<file path="src/rtl/eae_dvi_sequencer.sv">
// eae_dvi_sequencer: EAE DVI control stage feeding the 24/12 restoring divider.
// Define EAE_DVI_WATCHDOG_EN to build the WAIT-state timeout (err on abort).
module eae_dvi_sequencer #(
  parameter int DIV_TIMEOUT = 32,
  parameter int QUIET_CYCLES = 16
) (
  input  logic        clock,
  input  logic        reset_n,
  input  logic        dvi_req,
  input  logic [11:0] pc_in,
  input  logic [11:0] ac_in,
  input  logic [11:0] mq_in,
  output logic        mem_rd_req,
  output logic [11:0] mem_addr,
  input  logic [11:0] mem_rd_data,
  input  logic        mem_rd_ack,
  output logic        div_start,
  output logic [23:0] div_dividend,
  output logic [11:0] div_divisor,
  input  logic [11:0] div_quotient,
  input  logic [11:0] div_remainder,
  input  logic        div_finished,
  output logic [11:0] ac_out,
  output logic [11:0] mq_out,
  output logic        link_out,
  output logic [11:0] pc_out,
  output logic        done,
  output logic        busy,
  output logic        err
);
  typedef enum logic [2:0] {QUIET, IDLE, FETCH, CHECK, START, WAIT, WB} state_t;
  localparam int QW = $clog2(QUIET_CYCLES + 1);
  localparam logic [QW-1:0] Q_LAST = QW'(QUIET_CYCLES - 1);
  state_t state, state_n;
  logic [QW-1:0] q_cnt;
  logic ovf, tmo;
  assign ovf = div_dividend[23:12] >= div_divisor;
`ifdef EAE_DVI_WATCHDOG_EN
  localparam int WW = $clog2(DIV_TIMEOUT + 1);
  localparam logic [WW-1:0] W_LAST = WW'(DIV_TIMEOUT - 1);
  logic [WW-1:0] w_cnt;
  always_ff @(posedge clock or negedge reset_n)
    if (!reset_n) w_cnt <= '0;
    else w_cnt <= state == WAIT ? w_cnt + 1'b1 : '0;
  assign tmo = state == WAIT && !div_finished && w_cnt == W_LAST;
`else
  assign tmo = 1'b0;
`endif
  always_ff @(posedge clock or negedge reset_n)
    if (!reset_n) state <= QUIET;
    else state <= state_n;
  // the divider has no reset, so QUIET lets any in-flight division drain
  always_ff @(posedge clock or negedge reset_n)
    if (!reset_n) q_cnt <= '0;
    else if (state == QUIET) q_cnt <= q_cnt + 1'b1;
  always_comb begin
    state_n = state;
    case (state)
      QUIET:   state_n = q_cnt == Q_LAST ? IDLE : QUIET;
      IDLE:    state_n = dvi_req ? FETCH : IDLE;
      FETCH:   state_n = mem_rd_ack ? CHECK : FETCH;
      CHECK:   state_n = ovf ? WB : START;
      START:   state_n = WAIT;
      WAIT:    state_n = div_finished || tmo ? WB : WAIT;
      default: state_n = IDLE;
    endcase
  end
  always_comb begin
    mem_rd_req = state == FETCH;
    div_start  = state == START;
    done       = state == WB;
    busy       = state != IDLE;
  end
  always_ff @(posedge clock or negedge reset_n)
    if (!reset_n) begin
      mem_addr     <= '0;
      div_dividend <= '0;
      div_divisor  <= '0;
      ac_out       <= '0;
      mq_out       <= '0;
      link_out     <= 1'b0;
      pc_out       <= '0;
      err          <= 1'b0;
    end else begin
      if (state == IDLE && dvi_req) begin
        mem_addr     <= pc_in + 12'd1;
        div_dividend <= {ac_in, mq_in};
      end
      if (state == FETCH && mem_rd_ack) div_divisor <= mem_rd_data;
      // results land as WB is entered so they are valid alongside done
      if (state_n == WB) begin
        pc_out             <= mem_addr + 12'd1;
        err                <= tmo;
        link_out           <= state == CHECK;
        {ac_out, mq_out}   <= state == WAIT && div_finished ? {div_remainder, div_quotient} : div_dividend;
      end
    end
endmodule

</file>
<file path="config.mk">
export PLATFORM = sky130hd
export DESIGN_NAME = eae_dvi_sequencer
export DESIGN_NICKNAME = d
export VERILOG_FILES = /design/src/rtl/eae_dvi_sequencer.sv
export SDC_FILE = /design/constraint.sdc
export NUM_CORES = 1
export LEC_CHECK = 0
export CORE_AREA = 2 2 127 129
export CTS_BUF_LIST = sky130_fd_sc_hd__clkbuf_4
export DETAILED_ROUTE_END_ITERATION = 16
export DIE_AREA = 0 0 129 131
export PLACE_DENSITY = 0.53
export SLEW_MARGIN = 40
export SYNTH_ARGS = -nofsm -noshare
export SYNTH_HDL_FRONTEND = slang
export SYNTH_SLANG_ARGS = --single-unit
</file>
<file path="constraint.sdc">
create_clock -name clock -period 5.75 [get_ports clock]
set_input_delay 1.15 -clock clock [delete_from_list [all_inputs] [get_ports clock]]
set_output_delay 1.15 -clock clock [all_outputs]
set_load 0.01 [all_outputs]
</file>
# ---- Word level (Yosys, flattened, before mapping)
# Index checks and enable logic that the tools add are counted.
dict set report classes {
  n_addsub 3
  n_mul 0
  n_div 0
  order_cmp 1
  n_eq_ne 9
  shifts 0
  muxes 7
  bitwise 0
  reduce_logical 4
}
# operator n
set op_table {}
lappend op_table {{12-bit by 1-bit adder with 12-bit output, second input constant} 2}
lappend op_table {{24-bit 2-to-1 mux} 1}
lappend op_table {{3-bit one-hot mux with 6 select lines} 1}
lappend op_table {{3-bit equality test, second input constant} 4}
lappend op_table {{12-bit >= comparator} 1}
lappend op_table {{3-bit by 2-bit equality test with 1-bit output, second input constant} 2}
lappend op_table {{2-bit 2-to-1 mux} 3}
lappend op_table {{5-bit by 1-bit adder with 5-bit output, second input constant} 1}
lappend op_table {{5-bit by 4-bit equality test with 1-bit output, second input constant} 1}
lappend op_table {{3-bit by 1-bit equality test with 1-bit output, second input constant} 1}
lappend op_table {{1-bit logical AND} 3}
lappend op_table {{3-bit logical NOT} 1}
lappend op_table {{3-bit by 1-bit inequality test with 1-bit output, second input constant} 1}
lappend op_table {{1-bit 2-to-1 mux} 2}
dict set report totals {
  ff_bits 93
  latchBits 0
  ramBits 0
  romBits 0
  in_bits 77
  word_cells 33
  n_memories 0
}

# ---- Depth between registers and ports, before layout
# Gate-level depths: netlist of run 1.
dict set report logic_depth {
  ltp_word 4
  ltp_mapped 9
}

# ---- Least setup slack after synthesis of run 1
# OpenSTA, ideal clock, no wires.
dict set report synth_path {
  kind {input -> register}
  startpoint {in div_finished}
  endpoint {reg ac_out[10]}
  setup_ps 125
  arrival_ps 2350
  path_slack_ps 3275
  cell_stages 5
  cell_sequence {nand3_1 -> nor3b_2 -> a21oi_4 -> buf_6 -> mux2_4}
}
dict set report synth_via {
  elab_chain_cells 3
  word_cells_on_any_way 5
  cone_classes {eq/ne (1); mux (3); reduce/logical (1)}
}
# item line
set synth_lines {}
lappend synth_lines {{from (decl)} 22} ;# input logic div_finished,
lappend synth_lines {{2-bit 2-to-1 mux} 64} ;# WAIT: state_n = div_finished || tmo ? WB : WAIT;
lappend synth_lines {{3-bit one-hot mux with 6 select lines} 58} ;# case (state)
lappend synth_lines {{3-bit equality test} 91} ;# if (state_n == WB) begin
lappend synth_lines {{to (signal assigned)} 95} ;# {ac_out, mq_out} <= state == WAIT && div_finished ? {div_remainder, div_quotient} : div_dividend;
lappend synth_lines {{to (decl)} 23} ;# output logic [11:0] ac_out,
# Parallel ways exist; a longest one is shown, timed or not.
# A chain may end at the register's enable or synchronous reset.

# ---- Final worst setup path of run 1
dict set report layout_path {
  startpoint {in dvi_req}
  endpoint {reg ac_out[6]}
}
dict set report layout_via {
  elab_chain_cells 3
}
# item line
set layout_lines {}
lappend layout_lines {{from (decl)} 9} ;# input logic dvi_req,
lappend layout_lines {{2-bit 2-to-1 mux} 60} ;# IDLE: state_n = dvi_req ? FETCH : IDLE;
lappend layout_lines {{3-bit one-hot mux with 6 select lines} 58}
lappend layout_lines {{3-bit equality test} 91}
# No other way between the ends.

==> summary.md, run 1 <==
| Metric | Value |
|---|---|
| GRT Util Overall | 14.3% |
| Core area | 15600 um^2 |
| Post-synthesis net count | 459 |
| Nets | 624 |
| Layout cells sized above 1 | 20.1% |
| Status | completed |
| Post-CTS Resized | 0 |
| Placement Cell Area | 6440 um^2 |
| Hpwl dp | 8580 um |
| GRT overflow | 0 |
| Actual slew at the worst max-slew pin | 0.736 ns |
| Clock Sinks | 93 |
| Fin worst setup slack | 2.46 ns |
| Die area | 16900 um^2 |
| Max cap viols | 0 |
| Cell Area, Synth | 4580 um^2 |
| Io pins | 167 |
| DRC viols | 0 |
| Hold WC Path Type | reg2reg |
| Layout area overhead | 43.2% |
| H-tree levels | 3 |
| First-pass GRT wire length | 18600 um |
| Post-synth top area cell | dfrtp_1 |
| Pleak | 2.76 nW |
| Wire length per cell | 15.4 um |
| Top FF cell, synth | dfrtp_1 |
| Nature of the critical path endpoint | flop |
| Fmax | 304 MHz |
| Vias | 3326 |
| Async SR Flop Fraction | 100% |
| Fill count | 1503 |
| Setup WS pre-CTS | 1.96 ns |
| Final setup viols | 0 |
| ANT cells | 0 |
| Antenna violations before repair | 0 |
| Pre-antenna DRT Iters | 4 |
| Power Total | 3.42 mW |
| Worst VDD drop | 0.187 mV |
| Sequential-to-total area share from yosys stat | 50.8% |
| FF+latch count, synth | 93 |
| Largest net degree at the start of global routing | 63 |
| Clk_lat worst skew | 0.44 ns |
| Top cell type's share of synthesized area | 50.8% |
| Setup Skew | 0.0187 ns |
| Multi-input gate area | 2110 um^2 |
| PD cells | 521 nW/um^2 |
| Worst slew margin | 51.0% |
| Startpoint Class | primary input |
| Yosys cell types | 36 |
| Final setup TNS | 0 ns |
| Antenna viol nets, final | 0 |
| Post-Syn Instances | 366 |
| Die extent in x | 129 um |
| Synth Warn # | 0 |
| CP Class | in2reg |
| Main area contributors after synthesis | dfrtp_1 (51%), mux2_2 (14%), mux2_4 (9.2%) |
| Storage element area | 2330 um^2 |
| Arr. time, crit path | 3.63 ns |
| Final Hold Viols | 0 |
| Starting Density | 29.4% |
| Die H | 131 um |
| Drt first-iter violations | 119 |
| Postcts setup bufs | 0 |
| I/O Buffers | 165 |
| CTS tree | built |
| Post-route cell area | 6560 um^2 |
| Fin crit period | 3.29 ns |
| Fin. max-slew vios | 0 |
| Hold Buf Count CTS | 0 |
| Commonest cells in the netlist | dfrtp_1 (93), mux2_2 (58), mux2_4 (28) |
| CTS buffer count | 9 |
| Count leader, synth | dfrtp_1 |
| Vias in the first global route | 3478 |
| Placer Congestion | 0.776 |
| Final Routed Wirelength | 11500 um |
| Top fanout value on the critical path | 48 |
| DR vias/cell | 4.44 |
| CP Data Required Time | 6.10 ns |
| Clock Pin Slew Worst Setup and Hold Paths | 0.13 ns |
| EDFF count, synth | 0 |
| Clk root buf | clkbuf_4 |
| Unrepaired setup endpoints after global routing | no |
| CTS max path bufs | 2 |
| Rows | 46 |
| Fin crit share | 57.1% |
| Mean Syn Cell Area | 12.5 um^2 |
[where the power goes]
part	total, mW	leakage, nW	internal, mW	switching [mW]
Combinational	1.81	1.58	1.12	0.690
Sequential	1.28	1.11	0.980	0.295
Clock	0.331	0.0626	0.123	0.208
[path summary, 6_finish.rpt]
path / endpoint / startpoint / slack, ns / depth (start not counted)
max in group asynchronous: div_dividend[21] / reset_n / 4.21 / 2
min in group asynchronous: state[1] / reset_n / 0.62 / 1
setup reg to reg: ac_out[10] / div_dividend[12] / 2.79 / 9
hold / removal: q_cnt[3] / q_cnt[3] / 0.49 / 1
setup / recovery: ac_out[6] / dvi_req / 2.46 / 7
hold reg to reg: q_cnt[3] / q_cnt[3] / 0.49 / 1
[flip-flops by register name (all words and copies together) (netlist names)]
signal / flops
ac_out: 12
div_dividend: 24
div_divisor: 12
link_out: 1
mem_addr: 12
mq_out: 12
pc_out: 12
q_cnt: 5
state: 3
[through the flow]
stage | std cells | util (%) | hold slack, ns
after floorplan | 366 | - | 0.438
after global placement | 736 | 41.3 | 0.457
after detailed placement | 736 | 41.3 | 0.469
after CTS | 749 | 42.0 | 0.488
after global routing | 749 | 42.1 | 0.504
final | 749 | 42.1 | 0.487
[metal layers]
metal	up-vias	part of all wire (%)	global-route usage [%]
li1	1600	-	-
met1	1614	46	19.0
met3	13	5.7	3.50
met2	99	47	22.5
met5	-	0	0
met4	0	1.7	5.75
[area by class of cell]
cell class | instances | area share, %
Tap cell | 216 | 4.12
Clock buffer | 9 | 1.03
Sequential cell | 93 | 35.5
Inverter | 16 | 0.916
Multi-Input combinational cell | 242 | 32.1
Timing Repair Buffer | 169 | 25.7
Clock inverter | 4 | 0.649
[worst max-delay path, cell delays in order]
cell	delay, ns
clkdlybuf4s50_1	0.48
and3_2	0.17
buf_4	0.48
nor3b_2	0.14
a21oi_4	0.23
buf_4	0.52
mux2_2	0.40
[cell usage in the layout, fill, tap and decap left out, types with 5 or more instances in the layout]
cell,instances
a21oi_1,12
and3_1,7
clkbuf_4,9
clkdlybuf4s50_1,164
dfrtp_1,93
ha_1,16
inv_1,16
mux2_2,58
mux2_4,28
nand2_1,25
nand3_1,7
nand4_1,5
nor2_1,19
o21ai_0,15
xnor2_1,16
xor2_1,7
[cells by family (layout without fill, tap and decap cells)]
family	Yosys count	in the layout	synth area share, %
xor gates and xnor gates	23	23	4.40
buffers and inverters	31	198	3.17
DFF	93	93	50.8
muxes	88	88	23.9
adders and majority gates	16	16	4.37
AOI/OAI and AO/OA	39	39	5.41
other	1	1	0.0819
and+or+nand+nor	75	75	7.87
Note: power is estimated with default switching activity, not from simulation.
==> inputs of run 2 (changes only) <==
==> constraint.sdc (replaced) <==
create_clock -name clock -period 3.28 [get_ports clock]
set_input_delay 0.656 -clock clock [delete_from_list [all_inputs] [get_ports clock]]
set_output_delay 0.656 -clock clock [all_outputs]
set_load 0.01 [all_outputs]
==> summary.md, run 2 (synthesized netlist as in run 1, its figures left out) <==
| Metric | Value |
|---|---|
| Unrepaired setup endpoints after global routing | no |
| Final core utilization | 42.2% (+0.18 points) |
| Placement Cell Area | 6460 um^2 (+0.23%) |
| Actual slew at the worst max-slew pin | 0.761 ns (+0.0249 ns) |
| Max reg flops | 24 (unchanged) |
| Fmax | 341 MHz |
| GRT Util Overall | 14.1% (-0.21 points) |
| Pre-antenna DRT Iters | 4 (unchanged) |
| Fin crit period | 2.93 ns |
| Fin. max-slew vios | 0 (unchanged) |
| Die H | 131 um (unchanged) |
| Clk root buf | clkbuf_4 |
| Rows | 46 (unchanged) |
| CP max stage cell | a2111oi_0 |
| Status | completed |
| Final Hold Viols | 0 (unchanged) |
| Top fanout value on the critical path | 32 (-33%) |
| Final Non-Filler Cells | 754 (+0.67%) |
| Largest net degree at the start of global routing | 57 (-9.5%) |
| Starting Density | 29.4% (unchanged) |
| I/O Buffers | 165 (unchanged) |
| Commonest cells after routing, fill and taps aside | clkdlybuf4s50_1 (164), dfrtp_1 (93), mux2_2 (58), mux2_4 (28), nand2_1 (25) |
| Final setup TNS | 0 ns (unchanged) |
| Vias | 3324 (-0.060%) |
| Placer Congestion | 0.757 (-2.3%) |
| Clock Sinks | 93 (unchanged) |
| CTS buffer count | 9 (unchanged) |
| Die extent in x | 129 um (unchanged) |
| GRT overflow | 0 (unchanged) |
| Startpoint Class | flop |
| First-pass GRT wire length | 18100 um (-2.9%) |
| Antenna viol nets, final | 0 (unchanged) |
| Multi-input gate area | 2110 um^2 (unchanged) |
| CTS max path bufs | 2 (unchanged) |
| Arr. time, crit path | 3.28 ns (-0.35 ns) |
| Final Routed Wirelength | 11600 um (+0.66%) |
| Post-route cell area | 6590 um^2 (+0.44%) |
| CTS tree | built |
| Setup Skew | 0.00642 ns (-0.0123 ns) |
| CP Cell Sequence | inv_1 -> ha_1 -> nand2b_1 -> a2111oi_0 -> o21ai_0 -> a41oi_2 -> a21oi_4 -> buf_4 -> mux2_4 |
| Power Total | 6.02 mW (+76%) |
| Postcts setup bufs | 0 (unchanged) |
| Largest reg by FF count | div_dividend |
| Max cap viols | 0 (unchanged) |
| DRC viols | 0 (unchanged) |
| Nets | 626 (+0.32%) |
| Fin crit share | 89.3% |
| Vias in the first global route | 3410 (-2.0%) |
| Most common cell after layout, fill and taps aside | clkdlybuf4s50_1 |
| Final setup viols | 0 (unchanged) |
| Clock Pin Slew Worst Setup and Hold Paths | 0.14 ns (about the same) |
| CP Data Required Time | 3.63 ns (-2.47 ns) |
| Worst path max stage delay | 0.44 ns (-0.08 ns) |
| Drt first-iter violations | 155 (+30%) |
| DR vias/cell | 4.41 (-0.72%) |
| Layout cells sized above 1 | 20.6% (+0.56 points) |
| Hold Buf Count CTS | 0 (unchanged) |
| Hpwl dp | 8560 um (-0.27%) |
| Die area | 16900 um^2 (unchanged) |
| Antenna violations before repair | 0 (unchanged) |
| Pleak | 2.77 nW (+0.68%) |
| Wire length per cell | 15.4 um (about the same) |
| PD cells | 914 nW/um^2 (+75%) |
| Layout area overhead | 43.9% |
| H-tree levels | 3 (unchanged) |
| Storage element area | 2330 um^2 (unchanged) |
| Fill count | 1500 (-0.20%) |
| Worst VDD drop | 0.398 mV (+110%) |
| CP Class | reg2reg |
| Clk_lat worst skew | 0.45 ns (about the same) |
| Inst Count DP | 738 (+0.27%) |
| ANT cells | 0 (unchanged) |
| Hold WC Path Type | in2async |
| Nature of the critical path endpoint | flop |
| Io pins | 167 (unchanged) |
| Worst slew margin | 48.9% (-2.1 points) |
| Core area | 15600 um^2 (unchanged) |
| Post-CTS Resized | 0 (unchanged) |
[run 2: changes by cell type in the layout (fill, tap and decap cells not counted), sizes merged]
| cell | previous run | this run |
|---|---|---|
| clkinv | 3 | 6 |
| buf | 5 | 7 |
[run 2: critical path, delay by kind of cell (launching register included)]
family          cells  cell delay [ns]
compound gates      4             1.20
flops               1             0.41
buf+inv             2             0.39
mux                 1             0.37
fa+ha+maj           1             0.28
simple gates        1             0.14
[run 2: layer usage]
layer,wire (um),GRT usage (%),share of wire (%),vias to the layer above
li1,-,-,-,1603
met1,5380,18.9,46,1605
met2,5340,22.0,46,109
met3,776,5.01,6.7,7
met4,97,3.39,0.84,0
met5,0,0,0,-
[run 2: report_power, final]
part	internal [mW]	leakage, nW	total, mW	switching (mW)
Clock	0.222	0.0720	0.608	0.386
Sequential	1.72	1.11	2.21	0.490
Combinational	1.97	1.59	3.21	1.23
[run 2: final timing paths]
path | cells past startpoint | slack (ns) | from | end
hold / removal | 1 | 0.13 | reset_n | state[0]
setup / recovery | 9 | 0.35 | div_dividend[12] | pc_out[3]
min in group clock | 1 | 0.50 | q_cnt[3] | q_cnt[3]
hold reg to reg | 1 | 0.50 | q_cnt[3] | q_cnt[3]
max in group asynchronous | 2 | 2.44 | reset_n | div_divisor[7]
setup reg to reg | 9 | 0.35 | div_dividend[12] | pc_out[3]
[run 2: layout make-up]
class / instances / area share (%)
flip-flops and latches: 93 / 35.3
multi-input cells: 242 / 32.0
repair buffers: 171 / 25.8
well taps: 216 / 4.10
clock buffers: 9 / 1.03
inverters: 16 / 0.912
clock inverters: 7 / 0.855
[run 2: stage by stage]
step,hold WS [ns],setup WS (ns)
global placement,0.458,0.368
CTS,0.242,0.286
detailed placement,0.479,0.319
finish,0.130,0.352
global route,0.134,0.110
floorplan,0.360,0.896
==> inputs of run 3 (changes only) <==
--- a/config.mk
+++ b/config.mk
@@ -5,10 +5,12 @@
 export SDC_FILE = /design/constraint.sdc
 export NUM_CORES = 1
 export LEC_CHECK = 0
-export CORE_AREA = 2 2 127 129
+export ABC_AREA = 1
+export CORE_AREA = 2 2 129 131
 export CTS_BUF_LIST = sky130_fd_sc_hd__clkbuf_4
 export DETAILED_ROUTE_END_ITERATION = 16
-export DIE_AREA = 0 0 129 131
+export DIE_AREA = 0 0 131 133
+export HOLD_SLACK_MARGIN = 0.1
 export PLACE_DENSITY = 0.53
 export SLEW_MARGIN = 40
 export SYNTH_ARGS = -nofsm -noshare
==> summary.md, run 3 <==
| Metric | Value |
|---|---|
| Setup Skew | 0.0221 ns (+0.0157 ns) |
| Pre-antenna DRT Iters | 4 (unchanged) |
| Worst slew margin | 50.1% (+1.2 points) |
| Die extent in x | 131 um (+1.6%) |
| EDFF count, synth | 0 (unchanged) |
| Final Hold Viols | 0 (unchanged) |
| Layout cells sized above 1 | 4.75% (-16 points) |
| Die H | 133 um (+1.5%) |
| Antenna violations before repair | 1 (+1) |
| Post-CTS Resized | 0 (unchanged) |
| Yosys cell types | 31 (-14%) |
| DRC viols | 0 (unchanged) |
| Fmax | 395 MHz (+16%) |
| Post-synth top area cell | dfrtp_1 |
| Post-Syn Instances | 596 (+63%) |
| Largest reg by FF count | div_dividend |
| Fin crit period | 2.53 ns (-0.399 ns) |
| Status | completed |
| Worst VDD drop | 0.317 mV (-20%) |
| Post-route cell area | 6660 um^2 (+1.1%) |
| Largest net degree at the start of global routing | 74 (+30%) |
| Io pins | 167 (unchanged) |
| Commonest cells after routing, fill and taps aside | nand2_1 (260), clkdlybuf4s50_1 (164), dfrtp_1 (93), nand3_1 (48), inv_1 (41) |
| Hold Buf Count CTS | 0 (unchanged) |
| Starting Density | 29.3% (-0.083 points) |
| Unrepaired setup endpoints after global routing | no |
| Clk_lat worst skew | 0.45 ns (about the same) |
| Die area | 17400 um^2 (+3.1%) |
| Top cell type's share of synthesized area | 49.2% (-1.7 points) |
| Main area contributors after synthesis | dfrtp_1 (49%), nand2_1 (21%), nand3_1 (5.1%) |
| CP Data Required Time | 2.62 ns (-1.01 ns) |
| CTS tree | built |
| FF+latch count, synth | 93 (unchanged) |
| Layout area overhead | 40.7% |
| Most common cell after layout, fill and taps aside | nand2_1 |
| Clock Pin Slew Worst Setup and Hold Paths | 0.15 ns (about the same) |
| Nets | 848 (+35%) |
| Final Hold Slack | 0.206 ns (+0.0753 ns) |
| Commonest cells in the netlist | nand2_1 (260), dfrtp_1 (93), nand3_1 (48) |
| PD cells | 836 nW/um^2 (-8.6%) |
| First-pass GRT wire length | 22600 um (+25%) |
| Cell Area, Synth | 4730 um^2 (+3.4%) |
| Rows | 47 (+2.2%) |
| Fin crit share | 77.1% (-12 points) |
| Startpoint Class | flop |
| Vias | 4311 (+30%) |
| Post-synthesis net count | 689 (+50%) |
| Sequential-to-total area share from yosys stat | 49.2% (-1.7 points) |
| Clock Sinks | 93 (unchanged) |
| CP Class | reg2out |
| Placement Cell Area | 6570 um^2 (+1.6%) |
| Max reg flops | 24 (unchanged) |
| Drt first-iter violations | 224 (+45%) |
| Pleak | 3.29 nW (+19%) |
| Hold WC Path Type | in2async |
| Arr. time, crit path | 1.87 ns (-1.41 ns) |
| Hpwl dp | 10500 um (+22%) |
| Count leader, synth | nand2_1 |
| I/O Buffers | 165 (unchanged) |
| H-tree levels | 3 (unchanged) |
| Postcts setup bufs | 0 (unchanged) |
| Mean Syn Cell Area | 7.94 um^2 (-37%) |
| R2r setup slk | 0.93 ns (+0.58 ns) |
| Clk root buf | clkbuf_4 |
| Final Routed Wirelength | 14100 um (+22%) |
| Synth Warn # | 0 (unchanged) |
| Core area | 16200 um^2 (+3.7%) |
| Final setup TNS | 0 ns (unchanged) |
| Fin. max-slew vios | 0 (unchanged) |
| Max cap viols | 0 (unchanged) |
| CTS max path bufs | 2 (unchanged) |
| GRT overflow | 0 (unchanged) |
| CTS buffer count | 9 (unchanged) |
| Antenna viol nets, final | 0 (unchanged) |
| Final core utilization | 41.2% (-1.1 points) |
| DR vias/cell | 4.40 (-0.11%) |
| Vias in the first global route | 4344 (+27%) |
| Placer Congestion | 0.831 (+9.8%) |
| Nature of the critical path endpoint | primary output |
| Top FF cell, synth | dfrtp_1 |
| Async SR Flop Fraction | 100% (unchanged) |
| Actual slew at the worst max-slew pin | 0.744 ns (-0.0168 ns) |
| Final setup viols | 0 (unchanged) |
| GRT Util Overall | 16.8% (+2.7 points) |
| Wire length per cell | 14.4 um (-6.3%) |
| Top fanout value on the critical path | 6 (-81%) |
run 3: changes by cell type in the layout (fill, tap and decap cells not counted), sizes merged, moves of 3 or more:
cell   delta
a21o      -3
a21oi     +4
and3      -9
inv      +28
mux2     -84
nand2   +239
nand3    +41
nor2     +15
nor2b     -4
nor3      +9
xnor2    -11
xor2      +5
run 3: report_power, final:
| part | internal, mW | switching (mW) | total, mW |
|---|---|---|---|
| registers | 1.65 | 0.426 | 2.07 |
| logic | 1.42 | 1.54 | 2.97 |
| clock network | 0.150 | 0.377 | 0.527 |
| total | 3.22 | 2.35 | 5.57 |
run 3: layout make-up:
type / count / area [um^2]
fill: 1627 / 9510
sequential: 93 / 2330
multi-input combinational: 434 / 2090
timing repair buffer: 172 / 1710
tap: 220 / 275
inverter: 45 / 169
clock buffer: 10 / 75.1
clock inverter: 4 / 17.5
antenna: 1 / 2.50
run 3: metal layers:
layer	up-vias	part of all wire, %	GRT usage, %
met4	0	1.4	5.32
li1	2183	-	-
met5	-	0	0
met2	114	48	28.0
met3	12	5.1	2.95
met1	2002	46	22.1
run 3: worst paths after layout:
path	start	endpoint	depth (start not counted)
worst max register to register	q_cnt[0]	mq_out[8]	10
worst max-delay path	state[2]	mem_rd_req	4
max in group asynchronous	reset_n	state[2]	2
worst min-delay path	reset_n	div_dividend[21]	1
worst min register to register	q_cnt[3]	q_cnt[3]	1
min in group clock	q_cnt[3]	q_cnt[3]	1
run 3: critical path: stages, from the launching register on:
cell             delay (ns)
dfrtp_1                0.46
inv_2                  0.11
nand2_1                0.08
nor2_2                 0.20
clkdlybuf4s50_1        0.58
run 3: per-stage QoR:
step | power [mW] | cells | worst slack [ns]
floorplan | 3.64 | 596 | 1.36
global placement | 5.05 | 964 | 0.741
detailed placement | 5.11 | 964 | 0.684
CTS | 5.67 | 978 | 0.688
global route | 6.08 | 979 | 0.638
finish | 5.57 | 979 | 0.750
run 3: kinds of logic (layout without fill, tap and decap cells):
| group | Yosys count | in the layout | share of synthesized area, % |
|---|---|---|---|
| xor+xnor | 17 | 17 | 3.14 |
| buf+inv | 69 | 231 | 6.90 |
| simple gates | 359 | 359 | 31.2 |
| other cells | 1 | 2 | 0.0792 |
| mux | 2 | 2 | 0.476 |
| fa+ha+maj | 16 | 16 | 4.23 |
| compound gates | 39 | 39 | 4.84 |
| flops | 93 | 93 | 49.2 |
